<file path="config.mk">
export PLATFORM = sky130hd
export DESIGN_NAME = td4x_cpu
export DESIGN_NICKNAME = d
export VERILOG_FILES = /design/src/rtl/td4x_cpu.sv
export SDC_FILE = /design/constraint.sdc
export NUM_CORES = 1
export LEC_CHECK = 0
export ABC_AREA = 1
export BUFFER_PORTS_ARGS = -buffer_cell sky130_fd_sc_hd__buf_2
export CAP_MARGIN = 10
export CORE_ASPECT_RATIO = 0.9
export CORE_UTILIZATION = 45
export DETAILED_ROUTE_END_ITERATION = 12
export MAX_ROUTING_LAYER = met4
export PLACE_DENSITY = 0.67
export SYNTH_ARGS = -nofsm -noshare
export SYNTH_HDL_FRONTEND = slang
export SYNTH_SLANG_ARGS = --single-unit
</file>
<file path="constraint.sdc">
create_clock -name clock -period 5.3 [get_ports clock]
set_input_delay 0.53 -clock clock [delete_from_list [all_inputs] [get_ports clock]]
set_output_delay 0.53 -clock clock [all_outputs]
set_load 0.01 [all_outputs]
</file>
<file path="src/rtl/td4x_cpu.sv">
// -----------------------------------------------------------------------------
// td4x_cpu -- a small accumulator-style CPU in the spirit of the TD4.
//
// Architectural state: A, B, OUT (DW bits), PC (AW bits), carry C and a
// two-state control FSM {RUN, HALT}. One instruction retires per clock while
// the core is running, enabled by `run` and not waiting on the input port.
//
// Instruction word: {op[3:0], imm[DW-1:0]}. Data operations compute
// src + imm in DW+1 bits; the low DW bits are the result and the top bit is
// the carry-out.
//
// Ports:
//   clock      single clock, all state changes on the rising edge
//   reset      synchronous, active-low reset (priority over everything)
//   run        execute enable; low freezes every architectural register
//   prog_addr  program memory address (always equal to PC)
//   prog_data  instruction fetched combinationally from prog_addr
//   in_data    input port value
//   in_valid   in_data is valid
//   in_ready   core consumes in_data this cycle (IN instruction executing)
//   out_data   output port register
//   out_valid  one-cycle pulse in the cycle after out_data was written
//   halted     core is in the HALT state
//   carry      carry flag C
// -----------------------------------------------------------------------------
module td4x_cpu #(
    parameter int DW = 4,
    parameter int AW = 4
) (
    input  logic          clock,
    input  logic          reset,
    input  logic          run,
    output logic [AW-1:0] prog_addr,
    input  logic [DW+3:0] prog_data,
    input  logic [DW-1:0] in_data,
    input  logic          in_valid,
    output logic          in_ready,
    output logic [DW-1:0] out_data,
    output logic          out_valid,
    output logic          halted,
    output logic          carry
);

    typedef enum logic {
        ST_RUN  = 1'b0,
        ST_HALT = 1'b1
    } state_e;

    typedef enum logic [3:0] {
        OP_ADD_A  = 4'b0000,  // A <= A + imm
        OP_MOV_AB = 4'b0001,  // A <= B + imm
        OP_IN_A   = 4'b0010,  // A <= in + imm
        OP_MOV_A  = 4'b0011,  // A <= imm
        OP_MOV_BA = 4'b0100,  // B <= A + imm
        OP_ADD_B  = 4'b0101,  // B <= B + imm
        OP_IN_B   = 4'b0110,  // B <= in + imm
        OP_MOV_B  = 4'b0111,  // B <= imm
        OP_HALT   = 4'b1000,
        OP_OUT_B  = 4'b1001,  // OUT <= B + imm
        OP_JC     = 4'b1010,
        OP_OUT_I  = 4'b1011,  // OUT <= imm
        OP_NOP0   = 4'b1100,
        OP_NOP1   = 4'b1101,
        OP_JNC    = 4'b1110,
        OP_JMP    = 4'b1111
    } op_e;

    // Architectural registers and their next-state values.
    state_e        state_q, state_d;
    logic [DW-1:0] a_q, a_d;
    logic [DW-1:0] b_q, b_d;
    logic [DW-1:0] out_q, out_d;
    logic [AW-1:0] pc_q, pc_d;
    logic          c_q, c_d;
    logic          out_valid_q, out_valid_d;

    // Decode / datapath signals.
    op_e           op;
    logic [DW-1:0] imm;
    logic          active;
    logic          stall;
    logic          exec;
    logic [DW-1:0] src;
    logic [DW:0]   sum;
    logic [DW-1:0] result;
    logic          cout;
    logic [AW-1:0] pc_inc;
    logic [AW-1:0] jump_target;

    assign op          = op_e'(prog_data[DW+3:DW]);
    assign imm         = prog_data[DW-1:0];
    assign jump_target = imm[AW-1:0];
    assign pc_inc      = pc_q + {{(AW-1){1'b0}}, 1'b1};

    // The core can do work only while running and not halted; `run` is
    // ignored in HALT because active stays low there.
    assign active   = (state_q == ST_RUN) && run;
    assign in_ready = active && ((op == OP_IN_A) || (op == OP_IN_B));
    assign stall    = in_ready && !in_valid;
    assign exec     = active && !stall;

    // Operand source for the shared adder. Immediate-only moves and jumps
    // add to zero, so their carry-out is always 0.
    always_comb begin
        src = '0;
        unique case (op)
            OP_ADD_A, OP_MOV_BA: src = a_q;
            OP_MOV_AB, OP_ADD_B,
            OP_OUT_B:            src = b_q;
            OP_IN_A, OP_IN_B:    src = in_data;
            default:             src = '0;
        endcase
    end

    assign sum    = {1'b0, src} + {1'b0, imm};
    assign result = sum[DW-1:0];
    assign cout   = sum[DW];

    // Next-state logic. Every register holds unless an instruction executes.
    // NOTE: every signal written here gets a default first; a path that left
    // one unassigned would infer a latch instead of combinational logic.
    always_comb begin
        state_d     = state_q;
        a_d         = a_q;
        b_d         = b_q;
        out_d       = out_q;
        pc_d        = pc_q;
        c_d         = c_q;
        out_valid_d = 1'b0;

        if (exec) begin
            pc_d = pc_inc;
            unique case (op)
                OP_ADD_A, OP_MOV_AB, OP_IN_A, OP_MOV_A: begin
                    a_d = result;
                    c_d = cout;
                end
                OP_MOV_BA, OP_ADD_B, OP_IN_B, OP_MOV_B: begin
                    b_d = result;
                    c_d = cout;
                end
                OP_OUT_B, OP_OUT_I: begin
                    out_d       = result;
                    c_d         = cout;
                    out_valid_d = 1'b1;
                end
                OP_HALT: begin
                    // PC stays on the HALT instruction.
                    pc_d    = pc_q;
                    state_d = ST_HALT;
                end
                // Branches test the carry from before this instruction and
                // leave it untouched, so JNC/JC pairs see the same flag.
                OP_JNC: pc_d = c_q ? pc_inc : jump_target;
                OP_JC:  pc_d = c_q ? jump_target : pc_inc;
                OP_JMP: pc_d = jump_target;
                OP_NOP0, OP_NOP1: ;
                default: ;
            endcase
        end
    end

    // State register. Reset is synchronous and wins over run, stall and
    // instruction execution.
    // NOTE: sequential state uses non-blocking assignments so every register
    // samples its next value from the same pre-edge snapshot.
    always_ff @(posedge clock) begin
        if (!reset) begin
            state_q     <= ST_RUN;
            a_q         <= '0;
            b_q         <= '0;
            out_q       <= '0;
            pc_q        <= '0;
            c_q         <= 1'b0;
            out_valid_q <= 1'b0;
        end else begin
            state_q     <= state_d;
            a_q         <= a_d;
            b_q         <= b_d;
            out_q       <= out_d;
            pc_q        <= pc_d;
            c_q         <= c_d;
            out_valid_q <= out_valid_d;
        end
    end

    assign prog_addr = pc_q;
    assign out_data  = out_q;
    assign out_valid = out_valid_q;
    assign halted    = (state_q == ST_HALT);
    assign carry     = c_q;

endmodule

</file>
==> impl_metrics.tcl <==
set metrics [dict create \
    finalInstanceArea_um2 1430 \
    setup_viol 0 \
    multiInputGateArea_um2 738 \
    chipWidth_um 57.4 \
    required_ns 5.49 \
    clk_pin_slew_worst_paths_ns 0.12 \
    min_from "carry" \
    avgRoutedWirePerCell_um 12.3 \
    clkPwrFrac_pct 24.7 \
    track_usage_pct 21.0 \
    ys_warn_count 0 \
    p_leak_nw 0.719 \
    pre_cts_ws_ns 2.82 \
    slew-limit-headroom_pct 72.9 \
    max_freq_mhz 460 \
    core_um2 2530 \
    worstPathMaxFanout 8 \
    first_global_vias 1041 \
    nNetsFinal 219 \
    synth.area.top_cells "dfxtp_1 31%, nand2_1 10%, inv_1 7.9%" \
    overflow 0 \
    synth_cell_types 27 \
    n_antenna_cell 0 \
    r2r_start "a_q[2]" \
    ys_seq_area_share_pct 30.6 \
    violations "design-rule violations" \
    final-seq-area_um2 380 \
    arrival_ns 2.36 \
    vias 1134 \
    critPathKind "input port to register" \
    worst_pin_slew_ns 0.404 \
    grt_pass1_wl_um 4600 \
    postRouteWirelength_um 2760 \
    pwr-share-seq_pct 50.9 \
    min_to "carry" \
    synth_nets 189 \
    synth-edff-count 0 \
    gp_congestion 0.865 \
    drt-vias-per-instance 5.06 \
    pin_count 28 \
    drive_above_1_share_pct 24.5 \
    cts_tree "yes" \
    status "complete, but fails checks" \
    vdd_ir_drop_max_mv 0.127 \
    antenna_found_initial 0 \
    utilization_pct 56.3 \
    clk_latency_ns 0.30 \
    hold_buffers 0 \
    r2r_slack_ns 3.60 \
    crit_path_start_kind "input port" \
    rows 17 \
    async_reset_ff_share_pct 0 \
    synth-main-ff-cell "dfxtp_1" \
    hold_ws_ns 0.491 \
    cts_resized 0 \
    fill_cells 258 \
    period_minus_slack_ns 2.17 \
    synth_top_cell_area_share_pct 30.6 \
    rsz0062_at_grt "no" \
    die_area_um2 2980 \
    end_kind "register" \
    finClkSkew_ns 0.0116 \
    port_buffers 27 \
    syn_area_um2 1240 \
    instances_no_fill 224 \
    maxSlewViolCount 0 \
    cts_buffers 3 \
    swShare_pct 33.0 \
    intPower_mw 0.207 \
    post_cts_buffers 0 \
    reg2reg_depth 7 \
    drt-initial-drc-count 41 \
    drv_cap 0 \
    hpwl_um 2180 \
    dpl_cell_area_um2 1400 \
    finalHoldViolCount 0 \
    synth_commonest_cells "33 x nand2_1, 26 x inv_1, 19 x dfxtp_1" \
    die_y_um 51.9 \
    ys_seq_elements 19 \
    hold_class "register to register" \
    fin_ws_ns 3.13 \
    netlist.top_cell.by_area "dfxtp_1" \
    drc_errors 1 \
    clk_path_buf_depth 2 \
    htreeDepth 1 \
    root_buffer "clkbuf_4" \
    p_sw_mw 0.102 \
    r2r_end "b_q[3]" \
    hold_depth 2 \
    total_power_mw 0.309 \
    first_pass_iters 9 \
    dp_cells 220 \
    fin_setup_tns_ns 0 \
    grt_max_degree 15 \
    synth_cells 167 \
    start_util_pct 49.1 \
    area_delta_synth_final_pct 14.7 \
    avgSynthCellArea_um2 7.44 \
    synth.most_common_cell "nand2_1" \
    clock_sinks 19 \
    ant_nets 0 \
    p_comb_share_pct 24.4 \
    period_share_pct 41.0 \
    power_density_nw_per_um2 217 \
]
-- layer usage --
layer	wire, µm	global-route usage (%)
met2	1240	34.5
met3	84	3.23
met5	0	-
met4	25	5.69
met1	1410	27.2
-- layout make-up --
cell class,instances,area share (%)
inverter,29,7.64
clock buffer,3,1.58
clock inverter,1,0.351
timing repair buffer,27,9.48
sequential,19,26.7
tap,28,2.46
multi-input combinational,117,51.8
-- power by group through the flow --
stage | Clock, mW | Sequential, mW | Combinational (mW)
floorplan | 0 | 0.161 | 0.0512
global placement | 0 | 0.160 | 0.0733
detailed placement | 0 | 0.160 | 0.0751
CTS | 0.0763 | 0.157 | 0.0757
global route | 0.0839 | 0.159 | 0.0840
finish | 0.0763 | 0.157 | 0.0756
-- critical path, stage by stage --
cell	delay, ns
buf_2	0.22
nand2_2	0.14
nand3_1	0.16
inv_1	0.07
nand2_1	0.06
nand3_1	0.08
ha_1	0.35
a21oi_1	0.19
nand2_1	0.08
xnor2_1	0.35
a21oi_1	0.13
-- worst max-delay path by stage --
stage	start	endpoint	slack, ns	depth (start not counted)
detailed placement	prog_data[5]	b_q[3]	2.82	11
global placement	prog_data[7]	out_data[3]	2.94	11
finish	prog_data[7]	b_q[3]	3.13	11
global route	prog_data[5]	out_data[2]	2.93	12
floorplan	prog_data[5]	carry	3.22	11
CTS	prog_data[7]	b_q[3]	3.16	11
-- cells in the final DEF (no fill, tap or decap) --
master    Yosys  final
dfxtp_1      19     19
nand4_1       3      3
nor3_1        1      1
a21oi_4       1      1
o21a_1        1      1
o211ai_1      4      4
nor2_1       10     10
clkbuf_4      0      3
inv_2         3      3
xnor2_1       3      3
o21ai_0       4      4
ha_1          5      5
fa_1          1      1
nand2_8       2      2
nand2_4       1      1
o21ai_1      10     10
a21oi_2       1      1
clkinv_2      0      1
nand3_1      11     11
nor2_8        4      4
inv_1        26     26
nor2_2        1      1
a21oi_1      17     17
nand3_2       1      1
buf_2         0     27
nor2_4        1      1
nand2_1      33     33
nand2_2       2      2
-- sequential cells by signal, indices dropped and copies added (netlist names) --
signal and flops:
halted 1, prog_addr 4, out_valid 1, a_q 4, out_data 4, b_q 4
carry 1
-- kinds of logic (layout without fill, tap and decap cells) --
group | Yosys count | count (layout) | share of synthesized area [%]
AO/OA/AOI/OAI | 38 | 38 | 17.5
XOR/XNOR | 3 | 3 | 2.12
adder cells (fa/ha/maj) | 6 | 6 | 6.65
buffers and inverters | 31 | 60 | 9.97
flip-flops | 19 | 19 | 30.6
AND/OR/NAND/NOR | 70 | 70 | 33.1
Note: power is estimated with default switching activity, not from simulation.
